<file path="src/rtl/sipo_frame_receiver.sv">
// Serial-in/parallel-out frame receiver with a valid/ready output register.
// Optional PARITY_CHECK_EN: appends an even-parity bit to each frame and adds parity_error_o.
module sipo_frame_receiver #(
  parameter int unsigned WIDTH = 8
) (
  input  logic             clk_i,
  input  logic             rst_i,
  input  logic             enable_i,
  input  logic             serial_in_i,
  input  logic             frame_start_i,
  input  logic             msb_first_i,
  output logic [WIDTH-1:0] parallel_out_o,
  output logic             out_valid_o,
  input  logic             out_ready_i,
  output logic             busy_o,
`ifdef PARITY_CHECK_EN
  output logic             parity_error_o,
`endif
  output logic             overrun_o
);

`ifdef PARITY_CHECK_EN
  localparam int unsigned FrameLen = WIDTH + 1;
`else
  localparam int unsigned FrameLen = WIDTH;
`endif
  localparam int unsigned CntW = $clog2(FrameLen + 1);
  localparam logic [CntW-1:0] LastCnt = CntW'(FrameLen - 1);
  localparam logic [CntW-1:0] OneCnt  = CntW'(1);

  typedef enum logic [0:0] {StIdle, StShift} state_e;

  state_e state_q, state_d;

  logic [WIDTH-1:0] shreg_q, shreg_d;
  logic [CntW-1:0]  cnt_q, cnt_d;
  logic             dir_q, dir_d;

  logic [WIDTH-1:0] out_q, out_d;
  logic             valid_q, valid_d;
  logic             overrun_q, overrun_d;
  logic             perr_q, perr_d;

  logic             start;
  logic             step;
  logic             complete;
  logic             dir_sel;
  logic [WIDTH-1:0] shreg_shift;
  logic [WIDTH-1:0] shreg_first;
  logic [WIDTH-1:0] word;
  logic             word_perr;

  // A frame_start always wins, even mid-frame: the partial word is simply discarded.
  always_comb begin
    start       = enable_i & frame_start_i;
    step        = enable_i & ~frame_start_i & (state_q == StShift);
    complete    = step & (cnt_q == LastCnt);
    dir_sel     = start ? msb_first_i : dir_q;
    shreg_shift = dir_sel ? {shreg_q[WIDTH-2:0], serial_in_i}
                          : {serial_in_i, shreg_q[WIDTH-1:1]};
    shreg_first = msb_first_i ? {{(WIDTH-1){1'b0}}, serial_in_i}
                              : {serial_in_i, {(WIDTH-1){1'b0}}};
  end

`ifdef PARITY_CHECK_EN
  // The final sampled bit is parity only; the data word is already complete in shreg_q.
  always_comb begin
    word      = shreg_q;
    word_perr = ^{shreg_q, serial_in_i};
  end
`else
  always_comb begin
    word      = shreg_shift;
    word_perr = 1'b0;
  end
`endif

  always_comb begin
    shreg_d = shreg_q;
    cnt_d   = cnt_q;
    dir_d   = dir_q;
    if (start) begin
      shreg_d = shreg_first;
      cnt_d   = OneCnt;
      dir_d   = msb_first_i;
    end else if (step) begin
      if (complete) begin
        cnt_d = '0;
      end else begin
        cnt_d   = cnt_q + OneCnt;
        shreg_d = shreg_shift;
      end
    end
  end

  // FSM: state register
  always_ff @(posedge clk_i or posedge rst_i) begin
    if (rst_i) begin
      state_q <= StIdle;
    end else begin
      state_q <= state_d;
    end
  end

  // FSM: next state
  always_comb begin
    state_d = state_q;
    unique case (state_q)
      StIdle: begin
        if (start) begin
          state_d = StShift;
        end
      end
      StShift: begin
        if (start) begin
          state_d = StShift;
        end else if (complete) begin
          state_d = StIdle;
        end
      end
      default: state_d = StIdle;
    endcase
  end

  // FSM: outputs
  always_comb begin
    busy_o = (state_q == StShift);
  end

  // A completion with the output occupied and not drained this edge drops the new word.
  always_comb begin
    out_d     = out_q;
    valid_d   = valid_q;
    overrun_d = overrun_q;
    perr_d    = perr_q;
    if (complete) begin
      if (!valid_q || out_ready_i) begin
        out_d   = word;
        perr_d  = word_perr;
        valid_d = 1'b1;
      end else begin
        overrun_d = 1'b1;
      end
    end else if (valid_q && out_ready_i) begin
      valid_d = 1'b0;
    end
  end

  always_ff @(posedge clk_i or posedge rst_i) begin
    if (rst_i) begin
      shreg_q   <= '0;
      cnt_q     <= '0;
      dir_q     <= 1'b1;
      out_q     <= '0;
      valid_q   <= 1'b0;
      overrun_q <= 1'b0;
      perr_q    <= 1'b0;
    end else begin
      shreg_q   <= shreg_d;
      cnt_q     <= cnt_d;
      dir_q     <= dir_d;
      out_q     <= out_d;
      valid_q   <= valid_d;
      overrun_q <= overrun_d;
      perr_q    <= perr_d;
    end
  end

  always_comb begin
    parallel_out_o = out_q;
    out_valid_o    = valid_q;
    overrun_o      = overrun_q;
  end

`ifdef PARITY_CHECK_EN
  always_comb begin
    parity_error_o = perr_q;
  end
`else
  logic unused_perr;
  always_comb begin
    unused_perr = perr_q ^ word_perr;
  end
`endif

endmodule

</file>
<file path="config.mk">
export PLATFORM = sky130hd
export DESIGN_NAME = sipo_frame_receiver
export DESIGN_NICKNAME = d
export VERILOG_FILES = /design/src/rtl/sipo_frame_receiver.sv
export SDC_FILE = /design/constraint.sdc
export NUM_CORES = 1
export LEC_CHECK = 0
export CORE_MARGIN = 4
export CORE_UTILIZATION = 30
export CTS_CLUSTER_SIZE = 14
export DETAILED_ROUTE_END_ITERATION = 8
export PLACE_DENSITY = 0.52
export RECOVER_POWER = 25
export SYNTH_ARGS = -nofsm -noshare
export SYNTH_HDL_FRONTEND = slang
export SYNTH_SLANG_ARGS = --single-unit
</file>
<file path="constraint.sdc">
create_clock -name clk_i -period 3.6 [get_ports clk_i]
set_clock_uncertainty 0.1 [all_clocks]
set_input_delay 0.72 -clock clk_i [delete_from_list [all_inputs] [get_ports clk_i]]
set_output_delay 0.72 -clock clk_i [all_outputs]
set_load 0.05 [all_outputs]
</file>
==> impl_metrics.tcl, run 1 <==
set metrics [dict create \
    detailedRoute.firstPassIterationCount 4 \
    synthCells 126 \
    timing_hold_violations_final 0 \
    layout.filler_cells 426 \
    final_cell_count_no_fill 187 \
    design.final.nets 146 \
    core_region_area_sq_um 4140 \
    io_pins 18 \
    synth_top_cell_area_share_pct 43.5 \
    final_cell_mix "23 x dfrtp_1, 17 x a31oi_1, 15 x clkdlybuf4s50_1" \
    ys.warnings.count 0 \
    clockBufferDepth 2 \
    clkTransAtPathRegs_ns 0.08 \
    peakVddDrop_v 0.000188 \
    crit_required_ns 3.63 \
    switching_share_pct 39.0 \
    multiInputGateArea_sq_um 637 \
    first_global_vias 926 \
    power_frac_seq_pct 42.5 \
    die_height_um 74.4 \
    netlist-cell-type-count 38 \
    critical_path_endpoint_category "flip-flop" \
    path_class "primary input to flip-flop" \
    drt-wirelength-per-cell_um 14.4 \
    initial_antenna_violation_count 0 \
    critPathArrivalTime_ns 2.52 \
    finalSetupTns_ns 0 \
    first_pass_grt_wire_length_mm 4.46 \
    grt_max_degree 25 \
    final-setup-viol-count 0 \
    syn2layout_area_growth_pct 16.3 \
    initialDrtViolationCount 69 \
    rsz_0062_raised_after_global_routing "no" \
    worstMarginPinSlew_ns 0.938 \
    place_hpwl_mm 1.94 \
    seq_area_frac_synth_pct 45.5 \
    netlist_top_cells_area "dfrtp_1 44%, a31oi_1 8.0%, mux2i_1 6.1%" \
    internal_dissipation_uw 587 \
    detail-route-antenna-nets 0 \
    die_width_um 74.4 \
    remaining_drc_errors 0 \
    timing.final.crit_share_pct 69.0 \
    diodes 0 \
    placedCellCount 183 \
    numCtsBuffers 3 \
    timing.final.crit_period_ns 2.48 \
    achievable-frequency_mhz 403 \
    clock-root-buffer "clkbuf_8" \
    cts_tree "built" \
    slew_violations 0 \
    final_layout_size_suffix_gt1_share_pct 14.6 \
    slew_headroom_pct 37.4 \
    timing.hold.ws_ns 0.383 \
    initial_core_util_pct 31.9 \
    groute.usage.overall_pct 10.3 \
    post_cts.repair.setup_buffers 0 \
    gpl.final_weighted_congestion 0.734 \
    clkSinkCount 24 \
    power_per_cell_area_nw_per_um2 627 \
    pwr-share-comb_pct 38.5 \
    design.die.area_sq_um 5530 \
    synth.ff_latch_count 24 \
    avgSynthCellArea_sq_um 10.5 \
    cell_rows 23 \
    post_drt_via_cell_ratio 5.48 \
    holdBufCountCts 0 \
    total_leakage_power_nw 0.651 \
    synth_area_sq_um 1320 \
    wirelength_mm 2.70 \
    final_common_cell "dfrtp_1" \
    globalRoute.totalOverflow 0 \
    switching_power_uw 376 \
    clock_power_share_pct 19.0 \
    htree_num_levels 1 \
    clock_insertion_delay_worst_skew_ns 0.26 \
    synth_fp_nets 134 \
    vias 1025 \
    outcome "completed" \
    io_buffer_count 17 \
    count_of_maximum_capacitance_violations 0 \
    register_area_sq_um 602 \
    cts_resized 0 \
    synth_top_area_cell "dfrtp_1" \
    hold_path.class "flip-flop to flip-flop" \
    crit_path_start_kind "primary input" \
    worst-path-max-fanout 13 \
]
[final cells by class]
class | count | share of cell area, %
Timing Repair Buffer | 17 | 11.1
Inverter | 3 | 0.732
Tap cell | 50 | 4.07
Sequential cell | 24 | 39.1
Clock buffer | 4 | 3.58
Multi-Input combinational cell | 89 | 41.4
[power groups by stage]
stage	Sequential (mW)	Combinational, mW	Clock (mW)
finish	0.410	0.371	0.183
global route	0.420	0.396	0.203
CTS	0.409	0.374	0.189
detailed placement	0.414	0.373	0
global placement	0.411	0.371	0
floorplan	0.504	0.172	0
[sequential cells by signal (all words and copies together) (netlist names)]
| name | cells |
|---|---|
| overrun_o | 1 |
| out_valid_o | 1 |
| busy_o | 1 |
| shreg_q | 8 |
| parallel_out_o | 8 |
| dir_q | 1 |
| cnt_q | 4 |
[cells by family after synthesis]
logic type / share of synthesized area, %
flops: 45.5
compound gates: 20.2
simple gates: 13.1
buf+inv: 6.34
xor+xnor: 0.662
fa+ha+maj: 0.946
mux: 13.2
[per-layer routing]
| layer | global-route usage, % | vias up | routed length (um) |
|---|---|---|---|
| met5 | 0 | - | 0 |
| met4 | 3.56 | 0 | 38 |
| li1 | - | 489 | - |
| met3 | 2.03 | 4 | 114 |
| met1 | 14.6 | 502 | 1330 |
| met2 | 15.8 | 30 | 1220 |
[worst max-delay path, stage by stage]
cell	delay [ns]
dlygate4sd3_1	0.82
and4b_1	0.49
and3_1	0.36
a31oi_1	0.13
[worst paths after layout]
kind                                       start                             to  slack, ns  cells past startpoint
setup / recovery                        enable_i  parallel_out_o[5]$_DFFE_PP0P_       1.12                      4
setup reg to reg            cnt_q[0]$_DFFE_PP0P_         shreg_q[0]$_DFFE_PP0P_       1.72                      4
max in group asynchronous                  rst_i  parallel_out_o[6]$_DFFE_PP0P_       1.83                      2
min in group asynchronous                  rst_i           cnt_q[2]$_DFFE_PP0P_       1.00                      2
hold reg to reg            overrun_o$_DFFE_PP0P_          overrun_o$_DFFE_PP0P_       0.38                      1
hold / removal             overrun_o$_DFFE_PP0P_          overrun_o$_DFFE_PP0P_       0.38                      1
[through the flow]
stage | total power [mW] | utilization, % | worst slack [ns] | area [sq um]
global route | 1.02 | 37.1 | 0.995 | 1540
CTS | 0.973 | 37.1 | 1.12 | 1540
floorplan | 0.676 | - | 1.91 | 1320
detailed placement | 0.787 | 35.8 | 0.920 | 1480
global placement | 0.782 | 35.8 | 0.930 | 1480
finish | 0.964 | 37.1 | 1.12 | 1540
[cell usage after synthesis (all sizes together)]
cell and count:
o21bai 1, a22oi 1, dfstp 1, nand4 2, o21ai 13, clkbuf 1, nand2b 2, and4b 1
a21boi 1, a21o 1, a21oi 1, a31oi 18, o2bb2ai 1, nand4b 1, nor2 6, ha 1
inv 3, nand2 4, xnor2 1, mux2i 8, mux2 8, nand3 9, nor2b 1, and2b 1
o21a 1, dfrtp 23, and3 2, and2 1, buf 9, and3b 1, a21bo 1, o22ai 1
Note: power is estimated with default switching activity, not from simulation.
==> inputs of run 2 (changes only) <==
Settings changed: PLACE_DENSITY 0.52 to 0.54.
Clock period 3.6 ns to 2 ns, I/O delays scaled along.
==> impl_metrics.tcl, run 2 (same netlist as run 1, synthesis figures left out) <==
set metrics [dict create \
    crit_required_ns 1.50 \
    gpl.final_weighted_congestion 0.763 \
    initialDrtViolationCount 77 \
    io_buffer_count 17 \
    slew_headroom_pct 60.3 \
    timing.critical_path.slowest_stage_cell "clkdlybuf4s50_1" \
    critPathArrivalTime_ns 1.42 \
    initial_antenna_violation_count 0 \
    post_cts.repair.setup_buffers 0 \
    die_width_um 74.4 \
    post_drt_via_cell_ratio 5.22 \
    cts_resized 0 \
    worst_path_dominant_cell_family "buffers and inverters" \
    clock-root-buffer "clkbuf_8" \
    timing_hold_violations_final 0 \
    path_buf_inv 1 \
    path_cells "clkdlybuf4s50_1" \
    globalRoute.totalOverflow 0 \
    clkSinkCount 24 \
    vias 1008 \
    peakVddDrop_v 0.000288 \
    final_layout_size_suffix_gt1_share_pct 24.5 \
    worstMarginPinSlew_ns 0.596 \
    finalSetupTns_ns 0 \
    clock_insertion_delay_worst_skew_ns 0.27 \
    diodes 0 \
    slew_violations 0 \
    register_area_sq_um 602 \
    timing.final.crit_period_ns 1.92 \
    crit_path_start_kind "flip-flop" \
    cts_tree "built" \
    final_common_cell "dfrtp_1" \
    design.final.nets 152 \
    achievable-frequency_mhz 522 \
    rsz_0062_raised_after_global_routing "no" \
    initial_core_util_pct 31.9 \
    path_class "flip-flop to output port" \
    count_of_maximum_capacitance_violations 0 \
    final_cell_mix "23 x dfrtp_1, 17 x a31oi_1, 14 x buf_4" \
    setup.worst_path.start "parallel_out_o[0]$_DFFE_PP0P_" \
    worst-path-stages 1 \
    numCtsBuffers 3 \
    groute.usage.overall_pct 11.4 \
    detail-route-antenna-nets 0 \
    io_pins 18 \
    endpoint "parallel_out_o[0]" \
    total_leakage_power_nw 0.693 \
    cell_rows 23 \
    wirelength_mm 2.82 \
    reg2reg_slack_ns 0.13 \
    outcome "completed" \
    detailedRoute.firstPassIterationCount 4 \
    core_region_area_sq_um 4140 \
    worst-path-max-fanout 2 \
    syn2layout_area_growth_pct 17.8 \
    die_height_um 74.4 \
    r2r_startpoint "cnt_q[0]$_DFFE_PP0P_" \
    timing.reg2reg.worst_path_depth 4 \
    final-setup-viol-count 0 \
    timing.hold.ws_ns 0.392 \
    hold_path.class "flip-flop to flip-flop" \
    remaining_drc_errors 0 \
    multiInputGateArea_sq_um 637 \
    clkTransAtPathRegs_ns 0.09 \
    timing.final.crit_share_pct 95.8 \
    holdBufCountCts 0 \
    total_power_mw 1.74 \
    place_hpwl_mm 2.05 \
    first_pass_grt_wire_length_mm 4.90 \
    critical-path-max-stage-delay_ns 0.80 \
    drt-wirelength-per-cell_um 14.6 \
    layout.filler_cells 430 \
    first_global_vias 988 \
    htree_num_levels 1 \
    regToRegEndpoint "shreg_q[1]$_DFFE_PP0P_" \
    clockBufferDepth 2 \
    design.die.area_sq_um 5530 \
    power_per_cell_area_nw_per_um2 1120 \
    critical_path_endpoint_category "output port" \
    grt_max_degree 25 \
]
[run 2: cell type report]
cell class                      count  share of cell area [%]
Clock buffer                        4                    3.53
Inverter                            3                   0.723
Multi-Input combinational cell     89                    40.9
Sequential cell                    24                    38.6
Tap cell                           50                    4.02
Timing Repair Buffer               23                    12.2
[run 2: metrics by stage]
| step | instance area (sq um) | setup WS [ns] | instances | utilization (%) |
|---|---|---|---|---|
| final | 1560 | 0.0830 | 193 | 37.6 |
| after global routing | 1560 | 0.0328 | 193 | 37.6 |
| after CTS | 1560 | 0.0592 | 193 | 37.7 |
| after detailed placement | 1510 | 0.00646 | 189 | 36.3 |
| after global placement | 1510 | 0.0360 | 189 | 36.3 |
| after floorplan | 1320 | 0.309 | 126 | - |
[run 2: how the worst min path moves through the flow]
stage                     startpoint                            end  slack [ns]  cells past startpoint
5_1_grt        overrun_o$_DFFE_PP0P_          overrun_o$_DFFE_PP0P_        0.40                      1
6_report       overrun_o$_DFFE_PP0P_          overrun_o$_DFFE_PP0P_        0.39                      1
2_1_floorplan                  rst_i               busy_o$_DFF_PP0_        0.31                      1
4_1_cts                        rst_i  parallel_out_o[7]$_DFFE_PP0P_        0.38                      3
3_5_place_dp   overrun_o$_DFFE_PP0P_          overrun_o$_DFFE_PP0P_        0.37                      1
3_3_place_gp   overrun_o$_DFFE_PP0P_          overrun_o$_DFFE_PP0P_        0.36                      1
[run 2: routing by layer]
metal  vias to the layer above  GRT usage (%)  wire length [um]
met5                         -              0                 0
li1                        498              -                 -
met1                       493           16.8              1420
met3                         4           2.84               120
met4                         0           4.15                27
met2                        13           16.0              1250
[run 2: power breakdown]
part | internal [mW] | switching, mW
clock | 0.176 | 0.159
sequential | 0.610 | 0.124
combinational | 0.269 | 0.401
==> variant (settings of run 2) <==
The option `PARITY_CHECK_EN` is turned on by a define.
--- a/src/rtl/sipo_frame_receiver.sv
+++ b/src/rtl/sipo_frame_receiver.sv
@@ -1,4 +1,6 @@
 // Serial-in/parallel-out frame receiver with a valid/ready output register.
 // Optional PARITY_CHECK_EN: appends an even-parity bit to each frame and adds parity_error_o.
+`define PARITY_CHECK_EN
+
 module sipo_frame_receiver #(
   parameter int unsigned WIDTH = 8
Check against the original RTL (old outputs only; new: parity_error_o): not equivalent (Yosys sat finds a counterexample within 10 cycles, from zero or initial values and one cycle with rst_i high).
==> variant against run 2 <==
- design area up 0.96%
- wire length shrank 16%
- highest routed layer unchanged
- critical path depth is 5 higher
- area after synthesis shrank 7.7%
- sequential cell count rose by 1
- critical endpoint is now shreg_q[0]$_DFFE_PP0P_
- worst setup slack better by 0.075 ns
- global-route usage is 1.5 points lower
- synthesized cell count decreased by 25%
- maximum frequency up 4.1%
Power is not compared: it rests on default switching activity, and its combinational part moved more than twofold at a synthesized area within 25%.
==> variant: results (changes against run 2) <==
global_routing:
  gr-usage-met3_pct: 1.683  # -1.2 points
  grt_max_degree: 26  # +4.0%
  grt_pass1_vias: 867  # -12%
  grt_pass1_wl_um: 4077  # -17%
  met2_usage_pct: 14.69  # -1.3 points
  antenna_found_initial: 0  # unchanged
  grt_use_met1_pct: 14.34  # -2.4 points
  grt_util_all_layers_pct: 9.877  # -1.5 points
routing:
  drt_iter0_drc: 37  # -52%
  met3_length_um: 43  # -64%
  totalWireLength_um: 2369  # -16%
  viasPerCell: 4.638  # -11%
  wl_met1_um: 1223  # -14%
  wl_met2_um: 1092  # -12%
setup_path:
  worstSetupEndpointType: "flop"
  path_max_fanout: 5  # +3
  timing.rr.end: "shreg_q[0]$_DFFE_PP0P_"
  rr_worst_depth: 6  # +2
  r2r_setup_slack_ns: 0.16  # +0.03 ns
  slowest_delay_ns: 0.41  # -0.39 ns
  worstPathArrival_ns: 1.90  # +0.48 ns
  critPathTopFamily: "flip-flops"
  crit_path_top_delay_cell: "dfrtp_1"
  startpoint: "cnt_q[0]$_DFFE_PP0P_"
yosys:
  synth_fp_nets: 104  # -22%
  ys_top_cells_by_count: "24 x dfrtp_1, 11 x mux2_2, 8 x mux2i_1"
  syn_inst: 95  # -25%
  seq_area_frac_synth_pct: 51.33  # +5.8 points
  synth_area_leaders: "dfrtp_1 49%, mux2_2 10%, mux2i_1 6.6%, o2bb2ai_1 4.3%, xnor2_1 4.3%"
  ys_types: 27  # -29%
clocking:
  h-tree-depth: 1  # unchanged
  post_cts_buffers: 0  # unchanged
sta:
  relSlewSlack_pct: 58.10  # -2.2 points
  fin_crit_sh_pct: 92.11  # -3.7 points
  whs_ns: 0.3698  # -0.02175 ns
placed_design:
  dp_hpwl_um: 1790  # -13%
  dp_slack_ns: -0.1520  # -0.1584 ns
  gp_congestion: 0.8367  # +9.6%
  portBuffers: 18  # +1
  dp.cells: 170  # -10%
  dpl_cell_area_um2: 1526  # +1.4%
layout:
  n_fill_cell: 373  # -13%
  stdcell_count: 174  # -9.8%
  final_nets: 136  # -11%
  drive_gt1_share_pct: 33.33  # +8.9 points
power:
  vdd.ir_drop.worst_v: 0.0002708
  seqPwrFrac_pct: 51.7
  p_switching_uw: 315.4
  power.density_nw_per_um2: 718.7
run_status:
  status: "complete, no violations"
variant: changes by cell type in the layout (fill, tap and decap cells not counted), moves of 5 or more:
| cell | run 2 | this run |
|---|---|---|
| nand3_1 | 9 | 2 |
| xnor2_1 | 1 | 6 |
| a31oi_1 | 17 | 0 |
| o21ai_0 | 10 | 4 |
| o2bb2ai_1 | 1 | 6 |
| buf_4 | 14 | 19 |
variant: area by class of cell:
cell class	instances	area [um^2]	share of cell area, %
Sequential cell	25	626.9	39.86
Multi-Input combinational cell	65	574.3	36.52
Clock inverter	1	7.507	0.4773
Clock buffer	3	41.29	2.625
Timing Repair Buffer	28	247.7	15.75
Tap cell	48	60.06	3.819
Inverter	4	15.01	0.9547
variant: cell families after synthesis:
logic type | synth area share (%)
DFF | 51.33
muxes | 18.55
and+or+nand+nor | 9.120
AOI/OAI and AO/OA | 9.733
xor gates and xnor gates | 7.582
buffers and inverters | 1.639
adders and majority gates | 2.049
